--- config.mk ---
export PLATFORM = sky130hd
export DESIGN_NAME = serial_subtractor
export DESIGN_NICKNAME = d
export VERILOG_FILES = /design/src/rtl/serial_subtractor_pkg.sv /design/src/rtl/full_subtractor_1bit.sv /design/src/rtl/serial_subtractor.sv
export SDC_FILE = /design/constraint.sdc
export NUM_CORES = 1
export LEC_CHECK = 0
export BUFFER_PORTS_ARGS = -buffer_cell sky130_fd_sc_hd__buf_2
export CORE_ASPECT_RATIO = 0.7
export CORE_MARGIN = 2
export CORE_UTILIZATION = 41
export CTS_CLUSTER_DIAMETER = 50
export DETAILED_ROUTE_END_ITERATION = 10
export MAX_ROUTING_LAYER = met4
export PLACE_DENSITY = 0.68
export SLEW_MARGIN = 20
export SYNTH_ARGS = -nofsm -noshare
export SYNTH_HDL_FRONTEND = slang
export SYNTH_SLANG_ARGS = --single-unit
export TNS_END_PERCENT = 20
--- constraint.sdc ---
create_clock -name clk -period 2.3 [get_ports clk]
set_clock_uncertainty 0.2 [all_clocks]
set_input_delay 0.46 -clock clk [delete_from_list [all_inputs] [get_ports clk]]
set_output_delay 0.46 -clock clk [all_outputs]
set_load 0.005 [all_outputs]
--- src/rtl/serial_subtractor_pkg.sv ---
// Shared types and sizing helpers for the bit-serial subtractor.
package serial_subtractor_pkg;

  localparam int unsigned DEFAULT_WIDTH = 8;

  typedef enum logic [1:0] {
    ST_IDLE,
    ST_SHIFT,
    ST_FIX,
    ST_DONE
  } state_e;

  function automatic int unsigned cnt_width(input int unsigned width);
    return $clog2(width);
  endfunction

endpackage

--- src/rtl/full_subtractor_1bit.sv ---
// One-bit full subtractor cell: d = a - b - bin, with borrow-out.
module full_subtractor_1bit (
  input  logic a,
  input  logic b,
  input  logic bin,
  output logic d,
  output logic bout
);

  assign d    = a ^ b ^ bin;
  assign bout = (~a & b) | (~(a ^ b) & bin);

endmodule

--- src/rtl/serial_subtractor.sv ---
// Bit-serial unsigned subtractor A - B - Bin, LSB first, valid/ready on both sides.
// Define SUB_ABS_EN to report |A - B - Bin| in diff (bout still gives the sign).
module serial_subtractor
  import serial_subtractor_pkg::*;
#(
  parameter int unsigned WIDTH = DEFAULT_WIDTH
) (
  input  logic             clk,
  input  logic             rst,
  input  logic             in_valid,
  output logic             in_ready,
  input  logic [WIDTH-1:0] A,
  input  logic [WIDTH-1:0] B,
  input  logic             Bin,
  output logic             out_valid,
  input  logic             out_ready,
  output logic [WIDTH-1:0] diff,
  output logic             bout
);

  localparam int unsigned     CW       = cnt_width(WIDTH);
  localparam logic [CW-1:0]   CNT_LAST = CW'(WIDTH - 1);

  state_e           state_q, state_d;
  logic [WIDTH-1:0] a_q, a_d;
  logic [WIDTH-1:0] b_q, b_d;
  logic [WIDTH-1:0] res_q, res_d;
  logic             br_q, br_d;
  logic [CW-1:0]    cnt_q, cnt_d;
  logic [WIDTH-1:0] diff_q, diff_d;
  logic             bout_q, bout_d;
  logic             out_valid_q, out_valid_d;
  logic             in_ready_q, in_ready_d;

  logic             cell_d;
  logic             cell_bout;

  full_subtractor_1bit u_cell (
    .a    (a_q[0]),
    .b    (b_q[0]),
    .bin  (br_q),
    .d    (cell_d),
    .bout (cell_bout)
  );

  always_comb begin
    // NOTE: every signal gets its hold value first so no path through the case infers a latch.
    state_d     = state_q;
    a_d         = a_q;
    b_d         = b_q;
    res_d       = res_q;
    br_d        = br_q;
    cnt_d       = cnt_q;
    diff_d      = diff_q;
    bout_d      = bout_q;
    out_valid_d = out_valid_q;
    in_ready_d  = in_ready_q;

    unique case (state_q)
      ST_IDLE: begin
        if (in_valid) begin
          a_d        = A;
          b_d        = B;
          br_d       = Bin;
          cnt_d      = '0;
          in_ready_d = 1'b0;
          state_d    = ST_SHIFT;
        end
      end
      ST_SHIFT: begin
        res_d = {cell_d, res_q[WIDTH-1:1]};
        a_d   = a_q >> 1;
        b_d   = b_q >> 1;
        br_d  = cell_bout;
        cnt_d = cnt_q + CW'(1);
        if (cnt_q == CNT_LAST) state_d = ST_FIX;
      end
      ST_FIX: begin
`ifdef SUB_ABS_EN
        // Two's-complement negation; the 2^WIDTH magnitude wraps to 0 by design.
        diff_d = br_q ? (~res_q + WIDTH'(1)) : res_q;
`else
        diff_d = res_q;
`endif
        bout_d      = br_q;
        out_valid_d = 1'b1;
        state_d     = ST_DONE;
      end
      ST_DONE: begin
        if (out_ready) begin
          out_valid_d = 1'b0;
          in_ready_d  = 1'b1;
          state_d     = ST_IDLE;
        end
      end
      default: state_d = ST_IDLE;
    endcase
  end

  always_ff @(posedge clk) begin
    if (rst) begin
      // NOTE: datapath registers are cleared too, so an aborted operation leaves no residue.
      state_q     <= ST_IDLE;
      a_q         <= '0;
      b_q         <= '0;
      res_q       <= '0;
      br_q        <= 1'b0;
      cnt_q       <= '0;
      diff_q      <= '0;
      bout_q      <= 1'b0;
      out_valid_q <= 1'b0;
      in_ready_q  <= 1'b1;
    end else begin
      // NOTE: non-blocking updates so every register samples pre-edge values.
      state_q     <= state_d;
      a_q         <= a_d;
      b_q         <= b_d;
      res_q       <= res_d;
      br_q        <= br_d;
      cnt_q       <= cnt_d;
      diff_q      <= diff_d;
      bout_q      <= bout_d;
      out_valid_q <= out_valid_d;
      in_ready_q  <= in_ready_d;
    end
  end

  assign in_ready  = in_ready_q;
  assign out_valid = out_valid_q;
  assign diff      = diff_q;
  assign bout      = bout_q;

endmodule

==> flow_metrics.env <==
export IMPL_status="complete, no violations"
export IMPL_fin_crit_sh=0.805
export IMPL_netSwitchingFraction=0.336
export IMPL_max_slew_margin=0.740
export IMPL_drt_wl_total_mm=3.32
export IMPL_vias=1320
export IMPL_numCtsBuffers=5
export IMPL_holdWs_ns=0.193
export IMPL_clkLatencyLatePin_ns=0.29
export IMPL_p_comb_frac=0.357
export IMPL_clk_path_buf_depth=2
export IMPL_design_portCount=32
export IMPL_hpwl_mm=2.28
export IMPL_clockRootBuffer="clkbuf_8"
export IMPL_vias_per_cell=4.93
export IMPL_worst_slack_ns=0.448
export IMPL_crit_path_max_fanout=30
export IMPL_p_seq_frac=0.402
export IMPL_p_per_area_nw_per_um2=1130
export IMPL_drc_errors=0
export IMPL_grtUsageTotal=0.150
export IMPL_arrival_ns=1.85
export IMPL_cp_slowest_cell="mux2_4"
export IMPL_placed_cells=260
export IMPL_postSynthCellCount=182
export IMPL_start_kind="flop"
export IMPL_grt_pass1_wl_mm=5.69
export IMPL_stdcell_area_um2=2110
export IMPL_crit_type="reg -> reg"
export IMPL_initial_core_util=0.425
export IMPL_cts_tree="built"
export IMPL_syn_nets=211
export IMPL_die_w_um=84.0
export IMPL_cts_setup_buffers=0
export IMPL_detailedPlace_worstSlack_ns=0.469
export IMPL_setup_viol=0
export IMPL_cp_top_family="multiplexers"
export IMPL_worst_pin_slew_ns=0.390
export IMPL_place_area_um2=2000
export IMPL_grt_pass1_vias=1223
export IMPL_cp_end_kind="flop"
export IMPL_num_rows=20
export IMPL_grt_max_degree=38
export IMPL_seq_area_frac_synth=0.447
export IMPL_ctsHoldBuffers=0
export IMPL_max_freq_mhz=540
export IMPL_antenna_diode_count=0
export IMPL_final_max_slew_viol_count=0
export IMPL_post_drt_wl_per_cell_um=12.4
export IMPL_setup_tns_ns=0
export IMPL_area_growth_syn_to_layout_pct=14.7
export IMPL_syn_area_um2=1840
export IMPL_h_tree_depth=2
export IMPL_cap_violations=0
export IMPL_antenna_left=0
export IMPL_clkSinkCount=41
export IMPL_avgSynthCellArea_um2=10.1
export IMPL_firstDrtPassIters=4
export IMPL_path_buf_inv=2
export IMPL_drt_iter0_drc=27
export IMPL_routabilityCongestion=0.727
export IMPL_path_cells="inv_1 -> ha_1 -> buf_4 -> mux2_4 -> nor2_1 -> a211oi_1"
export IMPL_final_hold_viol_count=0
export IMPL_ys_warn_count=0
export IMPL_die_h_um=60.0
export IMPL_nets=241
export IMPL_p_leak_nw=0.897
export IMPL_grt_overflow_total=0
export IMPL_min_period_ns=1.85
export IMPL_final_common_cell="dfxtp_1"
export IMPL_finalNonFillerCells=268
export IMPL_ys_types=29
export IMPL_postCtsResizedCells=0
export IMPL_critPathMaxStageDelay_ns=0.38
export IMPL_p_clk_frac=0.241
export IMPL_layout_common_cells="41 x dfxtp_1, 35 x nor2_1, 34 x mux2i_1, 31 x buf_2, 15 x a211oi_1"
export IMPL_clkTransAtPathRegs_ns=0.08
export IMPL_core_um2=4330
export IMPL_irDropWorstVdd_uv=466
export IMPL_io_buffer_count=31
export IMPL_rsz0062_at_grt="false"
export IMPL_grt_antenna_before_repair=0
export IMPL_drive_gt1_frac=0.216
export IMPL_dieArea_um2=5040
export IMPL_p_sw_uw=803
export IMPL_ys_seq_elements=41
export IMPL_hold_path_class="in -> reg"
export IMPL_power_internal_mw=1.58
export IMPL_cp_required_ns=2.30
-- flip-flops by register name, summed over array words and instances, names as in the netlist --
register	count
a_q	8
b_q	8
diff	8
res_q	8
cnt_q	3
state_q	2
bout	1
br_q	1
in_ready	1
out_valid	1
-- cell usage after synthesis --
library cell / n / area, um^2
a211oi_1: 15 / 113
a21oi_1: 4 / 20.0
a31oi_1: 2 / 12.5
a32oi_1: 2 / 17.5
and2b_1: 2 / 15.0
and2b_2: 2 / 17.5
buf_2: 2 / 10.0
buf_4: 2 / 15.0
buf_6: 4 / 45.0
clkbuf_1: 3 / 11.3
clkbuf_8: 1 / 13.8
dfxtp_1: 41 / 821
fa_1: 1 / 20.0
ha_1: 7 / 87.6
inv_1: 6 / 22.5
mux2_4: 1 / 15.0
mux2i_1: 34 / 340
nand2_1: 7 / 26.3
nand2b_1: 1 / 6.26
nand3b_1: 1 / 7.51
nor2_1: 35 / 131
nor2b_1: 1 / 6.26
nor2b_4: 1 / 13.8
nor3_1: 1 / 5.00
o21ai_0: 1 / 5.00
o21bai_1: 1 / 7.51
o31ai_1: 1 / 7.51
o32ai_1: 2 / 17.5
or4_1: 1 / 7.51
-- logic make-up after synthesis --
group                    Yosys count  synth area share
AO/OA/AOI/OAI                     28             0.109
adder cells (fa/ha/maj)            8            0.0585
buffers and inverters             18            0.0640
flip-flops                        41             0.447
multiplexers                      35             0.193
AND/OR/NAND/NOR                   52             0.129
-- layout make-up --
class,count,area [um^2]
clock inverters,2,38.8
inverters,6,22.5
fillers,435,2220
multi-input cells,123,900
flip-flops and latches,41,821
repair buffers,35,185
clock buffers,6,72.6
well taps,55,68.8
-- worst reg2reg max path, cell delays in order, from the launching register on --
cell and delay, ns:
dfxtp_1 0.34, inv_1 0.10, ha_1 0.19, buf_4 0.24, mux2_4 0.38, nor2_1 0.08, a211oi_1 0.22
-- metrics by stage --
stage | util | power (mW)
2_1_floorplan | - | 1.73
3_3_place_gp | 0.461 | 1.81
3_5_place_dp | 0.461 | 1.84
4_1_cts | 0.487 | 2.42
5_1_grt | 0.487 | 2.57
6_report | 0.487 | 2.39
-- worst paths after layout --
check / startpoint / to / slack, ns / depth (start not counted)
worst max-delay path: state_q[1] / a_q[4] / 0.45 / 6
worst min-delay path: rst / out_valid / 0.19 / 2
worst max register to register: state_q[1] / a_q[4] / 0.45 / 6
worst min register to register: cnt_q[0] / cnt_q[0] / 0.28 / 2
-- power by group through the flow --
stage                     Clock, mW  Combinational [mW]  Sequential (mW)
after floorplan                   0               0.779            0.953
after global placement            0               0.841            0.974
after detailed placement          0               0.859            0.976
after CTS                     0.594               0.862            0.959
after global routing          0.629               0.955            0.981
final                         0.576               0.852            0.959
-- metal layers --
metal / global-route usage / vias to the layer above / wire [um]
met2: 0.206 / 27 / 1300
met4: 0.0760 / 0 / 65
li1: - / 690 / -
met5: - / - / 0
met3: 0.0428 / 6 / 156
met1: 0.201 / 597 / 1800
Note: power is estimated with default switching activity, not from simulation.
